<file path="src/rtl/mul_seq_32.sv">
// Iterative 32x32 unsigned shift-add multiplier: one ripple add per cycle over 32 cycles,
// 64-bit product with a start/busy/done handshake.
module mul_seq_32 #(
    parameter int WIDTH = 32
) (
    input  logic                 clk,
    input  logic                 rst_n,
    input  logic                 start,
    input  logic [WIDTH-1:0]     a,
    input  logic [WIDTH-1:0]     b,
    output logic                 busy,
    output logic                 done,
    output logic [2*WIDTH-1:0]   product,
    output logic                 hi_nz
);

    generate
        if (WIDTH != 32) begin : g_width_check
            $error("mul_seq_32: WIDTH must be 32");
        end
    endgenerate

    typedef enum logic [1:0] {
        IDLE = 2'd0,
        CALC = 2'd1,
        DONE = 2'd2
    } state_t;

    state_t             state_r;
    logic [4:0]         cnt_r;
    logic [WIDTH-1:0]   mcand_r;
    logic [WIDTH-1:0]   hi_r;
    logic [WIDTH-1:0]   lo_r;
    logic               busy_r;
    logic               done_r;
    logic               hi_nz_r;

    logic [WIDTH-1:0]   addend_s;
    logic [WIDTH:0]     sum_s;

    // Carry-in fixed at zero; the returned MSB is the carry out.
    function automatic logic [WIDTH:0] ripple_add(input logic [WIDTH-1:0] x,
                                                  input logic [WIDTH-1:0] y);
        logic             c;
        logic [WIDTH-1:0] s;
        c = 1'b0;
        s = {WIDTH{1'b0}};
        for (int i = 0; i < WIDTH; i++) begin
            s[i] = x[i] ^ y[i] ^ c;
            c    = (x[i] & y[i]) | (c & (x[i] ^ y[i]));
        end
        return {c, s};
    endfunction

    // Adder operands for this iteration: partial high word plus gated multiplicand.
    always_comb begin
        addend_s = {WIDTH{1'b0}};
        if (lo_r[0]) begin
            addend_s = mcand_r;
        end else begin
            addend_s = {WIDTH{1'b0}};
        end
        sum_s = ripple_add(hi_r, addend_s);
    end

    // Control FSM and datapath registers.
    always_ff @(posedge clk or negedge rst_n) begin
        if (!rst_n) begin
            state_r <= IDLE;
            cnt_r   <= 5'd0;
            mcand_r <= {WIDTH{1'b0}};
            hi_r    <= {WIDTH{1'b0}};
            lo_r    <= {WIDTH{1'b0}};
            busy_r  <= 1'b0;
            done_r  <= 1'b0;
            hi_nz_r <= 1'b0;
        end else begin
            case (state_r)
                IDLE: begin
                    done_r <= 1'b0;
                    if (start) begin
                        mcand_r <= a;
                        hi_r    <= {WIDTH{1'b0}};
                        lo_r    <= b;
                        cnt_r   <= 5'd0;
                        hi_nz_r <= 1'b0;
                        busy_r  <= 1'b1;
                        state_r <= CALC;
                    end else begin
                        busy_r  <= 1'b0;
                        state_r <= IDLE;
                    end
                end
                CALC: begin
                    // 65-bit {co, s, lo} shifted right by one.
                    hi_r  <= sum_s[WIDTH:1];
                    lo_r  <= {sum_s[0], lo_r[WIDTH-1:1]};
                    cnt_r <= cnt_r + 5'd1;
                    if (cnt_r == 5'd31) begin
                        hi_nz_r <= (sum_s[WIDTH:1] != {WIDTH{1'b0}});
                        busy_r  <= 1'b0;
                        done_r  <= 1'b1;
                        state_r <= DONE;
                    end else begin
                        busy_r  <= 1'b1;
                        done_r  <= 1'b0;
                        state_r <= CALC;
                    end
                end
                DONE: begin
                    done_r <= 1'b0;
                    if (start) begin
                        mcand_r <= a;
                        hi_r    <= {WIDTH{1'b0}};
                        lo_r    <= b;
                        cnt_r   <= 5'd0;
                        hi_nz_r <= 1'b0;
                        busy_r  <= 1'b1;
                        state_r <= CALC;
                    end else begin
                        busy_r  <= 1'b0;
                        state_r <= IDLE;
                    end
                end
                default: begin
                    busy_r  <= 1'b0;
                    done_r  <= 1'b0;
                    state_r <= IDLE;
                end
            endcase
        end
    end

    assign busy    = busy_r;
    assign done    = done_r;
    assign product = {hi_r, lo_r};
    assign hi_nz   = hi_nz_r;

endmodule

</file>
<file path="config.mk">
export PLATFORM = sky130hd
export DESIGN_NAME = mul_seq_32
export DESIGN_NICKNAME = d
export VERILOG_FILES = /design/src/rtl/mul_seq_32.sv
export SDC_FILE = /design/constraint.sdc
export NUM_CORES = 1
export LEC_CHECK = 0
export BUFFER_PORTS_ARGS = -buffer_cell sky130_fd_sc_hd__buf_4
export CORE_MARGIN = 2
export CORE_UTILIZATION = 40
export CTS_BUF_LIST = sky130_fd_sc_hd__clkbuf_8
export CTS_CLUSTER_DIAMETER = 80
export DETAILED_ROUTE_END_ITERATION = 10
export PLACE_DENSITY_LB_ADDON = 0.25
export SETUP_SLACK_MARGIN = 0.4
export SLEW_MARGIN = 10
export SYNTH_ARGS = -nofsm -noshare
export SYNTH_HDL_FRONTEND = slang
export SYNTH_SLANG_ARGS = --single-unit
export TNS_END_PERCENT = 20
</file>
<file path="constraint.sdc">
create_clock -name clk -period 21.6 [get_ports clk]
set_clock_uncertainty 0.2 [all_clocks]
set_input_delay 2.16 -clock clk [delete_from_list [all_inputs] [get_ports clk]]
set_output_delay 2.16 -clock clk [all_outputs]
set_load 0.05 [all_outputs]
</file>
# --- Yosys cells after proc, flatten, opt, wreduce, memory -nomap -nowiden ---
# Index checks and enable logic that the tools add are counted.
word_totals:
  wordCells: 196
  out_inout_bits: 67
  reg_bits: 106
  inputBits: 67
op_classes:
  mux: 18
  reduce_logical: 7
  eq_ne: 5
  bitwise: 157
  n_addsub: 1
op_table:
  columns: ["op", "n"]
  rows:
  - ["32-bit case mux with 2 select lines", 2]
  - ["32-bit two-way mux", 3]
  - ["1-bit bitwise AND", 63]
  - ["1-bit XOR", 63]
  - ["32-bit nonzero test", 1]
  - ["1-bit OR", 31]
  - ["5-bit case mux with 2 select lines", 1]
  - ["1-bit two-way mux", 7]
  - ["5-bit by 1-bit adder with 5-bit output, second input constant", 1]
  - ["5-bit == test, second input constant", 1]
  - ["5-bit two-way mux", 1]
  - ["1-bit case mux with 2 select lines", 2]
  - ["2-bit case mux with 2 select lines", 1]
  - ["2-bit AND reduction", 2]
  - ["3-bit AND reduction", 1]
  - ["2-bit by 1-bit == test with 1-bit output, second input constant", 1]
  - ["2-bit == test, second input constant", 1]
  - ["2-bit logical NOT", 1]
  - ["2-bit two-way mux", 1]
  - ["2-bit by 1-bit != test with 1-bit output, second input constant", 1]
  - ["2-bit != test, second input constant", 1]
  - ["2-bit nonzero test", 1]
  - ["2-bit OR reduction", 1]

# --- Longest topological paths before layout ---
# Gate-level depths: netlist of run 1.
logic_depth:
  word_depth: 67
  ltp_mapped: 39
  ltp_nobuf: 39

# --- Least setup slack after synthesis of run 1 ---
# OpenSTA, ideal clock, no wires.
synth_timing:
  path_kind: "reg-to-reg"
  start: "register lo_r[0]"
  end: "register hi_nz_r (netlist: hi_nz)"
  t_arrival_ns: 14.011
  setup_time_ns: 0.133
  period_less_slack_ns: 14.344
  stages_incl_launch_ff: 39
  slack_ns: 7.256
  n_path_buf: 1
  t_required_ns: 21.267
  cell_sequence: "dfrtp_1 > clkbuf_1 > nand2_1 > fa_1 > fa_1 > fa_1 > fa_1 > fa_1 > fa_1 > fa_1 > fa_1 > fa_1 > fa_1 > fa_1 > fa_1 > fa_1 > fa_1 > fa_1 > [3 not listed] > fa_1 > fa_1 > fa_1 > fa_1 > inv_1 > fa_1 > inv_1 > fa_1 > fa_1 > fa_1 > fa_1 > fa_1 > fa_1 > fa_1 > fa_1 > nand4_1 > nor4_1 > a31oi_1"
synth_via:
  elab_chain_cells: 67
  word_cells_on_any_way: 160
  cone_classes: "mux (3); bitwise (156); reduce/logical (1)"
synth_lines:
  columns: ["element", "line", "source"]
  rows:
  - ["from (decl)", "33", "logic [WIDTH-1:0] lo_r;"]
  - ["from (signal assigned)", "73", "lo_r <= {WIDTH{1'b0}};"]
  - ["from (signal assigned)", "97", "lo_r <= {sum_s[0], lo_r[WIDTH-1:1]};"]
  - ["32-bit two-way mux (*)", "58", "if (lo_r[0]) begin"]
  - ["1-bit bitwise AND or 1-bit XOR (tied branches)", "50, 49", null]
  - ["1-bit bitwise AND", "50", "c = (x[i] & y[i]) | (c & (x[i] ^ y[i]));"]
  - ["1-bit OR", "50", null]
  - ["1-bit bitwise AND", "50", null]
  - ["1-bit OR", "50", null]
  - ["1-bit bitwise AND", "50", null]
  - ["1-bit OR", "50", null]
  - ["[51 not listed]", null, null]
  - ["1-bit OR", "50", null]
  - ["1-bit bitwise AND", "50", null]
  - ["1-bit OR", "50", null]
  - ["1-bit bitwise AND", "50", null]
  - ["1-bit OR", "50", null]
  - ["32-bit nonzero test (*)", "100", "hi_nz_r <= (sum_s[WIDTH:1] != {WIDTH{1'b0}});"]
  - ["1-bit two-way mux (*)", "99", "if (cnt_r == 5'd31) begin"]
  - ["1-bit case mux with 2 select lines (*)", "78", "case (state_r)"]
  - ["to (signal assigned)", "100", null]
  - ["to (decl)", "36", "logic hi_nz_r;"]
# Mark *: on every way between the ends. The rest lies on a longest branch, timed or not. The select of a mux whose other input is x is not followed.
# A chain may end at the register's enable or synchronous reset.

# --- Worst setup path after layout of run 1 ---
# Same ends and word-level chain as after synthesis.

==> results of run 1 <==
metal layers:
metal,vias to the layer above,track usage (%)
met4,0,5.10
met3,11,3.09
met5,-,0
met1,1787,24.0
li1,1893,-
met2,109,26.9
per-stage QoR:
stage | area, µm² | cells | util (%) | setup WS [ns] | hold slack (ns)
2_1_floorplan | 5120 | 519 | - | 7.26 | 0.238
3_3_place_gp | 6240 | 800 | 49.6 | 7.04 | 0.257
3_5_place_dp | 6240 | 800 | 49.6 | 6.83 | 0.261
4_1_cts | 6420 | 816 | 51.1 | 6.80 | 0.285
5_1_grt | 6420 | 816 | 51.1 | 6.27 | 0.305
6_report | 6420 | 816 | 51.1 | 6.91 | 0.282
area by class of cell:
class,count,area [µm²],share of cell area (%)
Sequential cell,105,2630,41.0
Multi-Input combinational cell,352,2230,34.8
Timing Repair Buffer,138,1040,16.1
Tap cell,172,215,3.35
Clock buffer,9,124,1.93
Inverter,33,124,1.93
Clock inverter,7,58.8,0.916
how the worst min path moves through the flow:
stage	startpoint	end	slack, ns	cells past startpoint
floorplan	mcand_r[0]	mcand_r[0]	0.24	2
global placement	mcand_r[23]	mcand_r[23]	0.26	2
detailed placement	mcand_r[23]	mcand_r[23]	0.26	2
CTS	mcand_r[23]	mcand_r[23]	0.28	2
global route	mcand_r[26]	mcand_r[26]	0.30	2
finish	mcand_r[23]	mcand_r[23]	0.28	2
critical path, delay by kind of cell, from the launching register on:
family                   cells  cell delay (ns)
flip-flops                   1             0.34
buffers and inverters        4             0.50
AO/OA/AOI/OAI                1             0.13
adder cells (fa/ha/maj)     32            12.93
AND/OR/NAND/NOR              3             0.47
cells in the mapped netlist:
| master | number |
|---|---|
| nand2_1 | 190 |
| dfrtp_1 | 105 |
| o21ai_0 | 49 |
| inv_1 | 33 |
| mux2i_1 | 33 |
| fa_1 | 31 |
| buf_2 | 17 |
| o21ai_1 | 17 |
| clkbuf_1 | 9 |
| nand4_1 | 8 |
| a22o_1 | 4 |
| and2_1 | 4 |
| buf_4 | 3 |
| ha_1 | 3 |
| nand2b_1 | 2 |
| nor2b_1 | 2 |
| nor4_1 | 2 |
| a21oi_1 | 1 |
| a31oi_1 | 1 |
| and3_1 | 1 |
| nand4b_1 | 1 |
| nor2_1 | 1 |
| nor2_4 | 1 |
| xor2_1 | 1 |
state kept, by name (all words and copies together), names as in the netlist:
name and count:
done 1, hi_nz 1, mcand_r 32, lo_r 32, hi_r 32, state_r 2, cnt_r 5
cell families (layout without fill, tap and decap cells):
logic type | after synthesis | in the layout
simple gates | 212 | 212
flops | 105 | 105
compound gates | 72 | 72
buf+inv | 62 | 187
fa+ha+maj | 34 | 34
mux | 33 | 33
xor+xnor | 1 | 1
==> out/metrics.cfg, run 1 <==
[synth]
synthSimpleGateAreaFrac_pct=16.7
synthAdderAreaFrac_pct=12.8
synthMuxAreaShare_pct=6.45
synth.largest_area_cell=dfrtp_1
syn_area_per_cell_um2=9.87
synth-compound-area-share_pct=7.35
synth_area_leaders=dfrtp_1, nand2_1, fa_1
synth_nets=620
synth_top_area_share_pct=51.3
seq_area_frac_synth_pct=51.3
synthCells=519
synth_xor_area_share_pct=0.171
yosysWarnings=0
synth_top_family_by_area=simple AND/OR/NAND/NOR gates
synth.distinct_cells=24
yosys_register_bits=105
syn_area_um2=5120

[clock_tree]
clock_latency_ns=0.36
clockBufferDepth=2
cts_inserted_buffers=9
cts_resized=0
path_clk_slew_ns=0.10
cts_setup_buffers=0
tritoncts=done
cts_root_buf=clkbuf_8
clock_sink_count=105
htreeDepth=3
cts-hold-fix-buffers=0

[detailed_routing]
ant_nets=0
wl_met3_um=571
routed_wl_um=11300
avgViaCountPerCell=4.66
met1_length_um=5270
drt_iter0_markers=226
first_pass_iters=4
via_count=3800
top_layer_used=met4
drc_errors=0
dr_wl_met2_um=5340
wire_per_inst_um=13.9

[sta]
max_slew_margin_pct=27.7
final.period_utilization_pct=68.0
fin_setup_tns_ns=0
setup_viol=0
rsz0062_at_grt=false
drv_slew=0
hold_viol=0
min_period_ns=14.69
fmax_mhz=68.1
tightest_slew_ns=1.08

[setup_path]
critPathArrivalTime_ns=14.73
cp_max_fo=34
startpoint=lo_r[0]
worstReg2RegEnd=hi_nz
crit_top_cell=fa_1
slowest_delay_ns=0.51
crit_end=hi_nz
crit_type=register to register
crit_path_end_kind=register
crit_required_ns=21.63
reg2reg_from=lo_r[0]
crit_slowest_cell=fa_1
reg2reg_setup_slack_ns=6.91
critPathLaunchType=register
reg2reg_depth=40

[global_route]
grt_use_total_pct=17.0
grt_overflow_total=0
grt_max_degree=90
grt_pass1_wl_um=18000
antenna_found_initial=0
grt_pass1_vias=3692

[final_layout]
area_delta_synth_final_pct=25.3
finalNetCount=740
layout-drive-gt1-share_pct=24.2
layout_commonest_cell=nand2_1
layout_common_cells=nand2_1, buf_4, dfrtp_1, o21ai_0, inv_1
diodes=0
fillers=1204

[die]
rows=41
dieWidth_um=117
fp.coreArea_um2=12600
start_util_pct=40.8
die_h_um=117
die-area_um2=13700
io_pins=134

[placement]
gp_congestion=0.810
hpwl_um=8260
port_buffers=133

[run]
cap_violations=0

[status]
outcome=finished clean

[worst_hold_path]
hp-class=register to register

Power of run 1 is left out: the tool's default activity adds up to more than one toggle a clock period on the data nets, which glitch-free logic cannot reach.
==> run 2, diff against run 1 <==
==> constraint.sdc (replaced) <==
create_clock -name clk -period 13.4 [get_ports clk]
set_clock_uncertainty 0.2 [all_clocks]
set_input_delay 1.34 -clock clk [delete_from_list [all_inputs] [get_ports clk]]
set_output_delay 1.34 -clock clk [all_outputs]
set_load 0.05 [all_outputs]
==> run 2 against run 1 <==
- hold slack worse by 0.0014 ns
- routed wire length up 2.8%
- critical path depth down 1
- die area unchanged
- sequential cell count unchanged
- core utilization up 0.99 points
- clock-buffer cell count unchanged
- sequential share of layout area down 0.74 points
- global-route usage up 0.78 points
- via count up 1.0%
==> out/metrics.cfg, run 2 (synthesized netlist as in run 1, its figures left out) <==
[setup_path]
slowest_delay_ns=0.53  ; +0.02 ns
worstReg2RegEnd=hi_nz
critPathArrivalTime_ns=12.66  ; -2.07 ns
reg2reg_setup_slack_ns=0.79  ; -6.11 ns
crit_end=hi_nz
crit_path_end_kind=register
startpoint=lo_r[0]
cp_max_fo=3  ; -91%
crit_slowest_cell=fa_1
crit_type=register to register
reg2reg_depth=39  ; -2.5%
reg2reg_from=lo_r[0]
critPathLaunchType=register
crit_required_ns=13.45  ; -8.18 ns
crit_top_cell=fa_2

[clock_tree]
cts_inserted_buffers=9  ; unchanged
path_clk_slew_ns=0.10  ; about the same
cts-hold-fix-buffers=0  ; unchanged
clock_sink_count=105  ; unchanged
cts_root_buf=clkbuf_8
htreeDepth=3  ; unchanged
clock_latency_ns=0.36  ; about the same
clockBufferDepth=2  ; unchanged
tritoncts=done

[die]
fp.coreArea_um2=12600  ; unchanged
io_pins=134  ; unchanged
rows=41  ; unchanged
die_h_um=117  ; unchanged
start_util_pct=40.8  ; unchanged
die-area_um2=13700  ; unchanged
dieWidth_um=117  ; unchanged

[sta]
tightest_slew_ns=1.05  ; -0.0351 ns
final.period_utilization_pct=94.1  ; +26 points
min_period_ns=12.61  ; -2.09 ns
fin_setup_tns_ns=0  ; unchanged
max_slew_margin_pct=30.1  ; +2.3 points
drv_slew=0  ; unchanged
hold_viol=0  ; unchanged
setup_viol=0  ; unchanged
hold_slack_ns=0.280  ; -0.00144 ns
setup_slack_ns=0.792  ; -6.11 ns
rsz0062_at_grt=false
fmax_mhz=79.3  ; +17%

[final_layout]
final_cells=817  ; +0.12%
area_delta_synth_final_pct=27.7
layout-drive-gt1-share_pct=29.9  ; +5.7 points
layout_common_cells=nand2_1, buf_4, dfrtp_1, o21ai_0
diodes=0  ; unchanged
top_regs=hi_r (32), lo_r (32), mcand_r (32)
finalNetCount=741  ; +0.14%
layout_commonest_cell=nand2_1

[placement]
dp_slack_ns=0.294  ; -6.53 ns
hpwl_um=8420  ; +1.9%
port_buffers=133  ; unchanged
dp_cells=800  ; unchanged
gp_congestion=0.795  ; -1.9%

[global_route]
grt_use_total_pct=17.7  ; +0.78 points
grt_pass1_vias=3881  ; +5.1%
grt_max_degree=90  ; unchanged
grt_overflow_total=0  ; unchanged
antenna_found_initial=0  ; unchanged
grt_pass1_wl_um=18800  ; +4.4%

[detailed_routing]
wire_per_inst_um=14.3  ; +2.7%
avgViaCountPerCell=4.70  ; +0.88%
ant_nets=0  ; unchanged
via_count=3838  ; +1.0%
drc_errors=0  ; unchanged
routed_wl_um=11600  ; +2.8%
drt_iter0_markers=158  ; -30%
first_pass_iters=4  ; unchanged

[worst_hold_path]
min_path_cells=2  ; unchanged
hp-class=register to register

[status]
outcome=finished clean

[run]
cap_violations=0  ; unchanged

run 2: worst max-delay path: cells and delay by family, from the launching register on:
family,cells,cell delay (ns)
adders and majority gates,32,11.20
and+or+nand+nor,3,0.46
DFF,1,0.38
buffers and inverters,3,0.15
AOI/OAI and AO/OA,1,0.10
run 2: layer usage:
| layer | track usage (%) | up-vias | share of wire [%] |
|---|---|---|---|
| li1 | - | 1890 | - |
| met1 | 24.2 | 1828 | 46 |
| met2 | 29.0 | 115 | 48 |
| met3 | 3.91 | 5 | 5.8 |
| met4 | 4.39 | 0 | 0.48 |
| met5 | 0 | - | 0 |
run 2: what timing repair did:
item	4_1_cts	5_1_grt
endpoints found under the setup margin	1	3
pin swaps	1	33
resized for setup	2	8
buffers inserted	0	1
run 2: final cells by class:
| type | count | area [µm²] |
|---|---|---|
| Timing Repair Buffer | 139 | 1040 |
| Tap cell | 172 | 215 |
| Clock inverter | 7 | 86.3 |
| Clock buffer | 9 | 124 |
| Sequential cell | 105 | 2630 |
| Multi-Input combinational cell | 352 | 2320 |
| Inverter | 33 | 124 |
| Fill cell | 1179 | 6030 |
run 2: worst min-delay path by stage:
stage,to,from
3_3_place_gp,mcand_r[0],mcand_r[0]
3_5_place_dp,mcand_r[23],mcand_r[23]
4_1_cts,mcand_r[23],mcand_r[23]
5_1_grt,mcand_r[22],mcand_r[22]
6_report,mcand_r[25],mcand_r[25]
2_1_floorplan,mcand_r[0],mcand_r[0]
run 2: through the flow:
stage                     cell area [µm²]  utilization (%)
final                                6540             52.1
after detailed placement             6300             50.1
after global routing                 6540             52.1
after CTS                            6520             51.8
after global placement               6300             50.1
after floorplan                      5190                -
Power of run 2 is left out for the same reason.
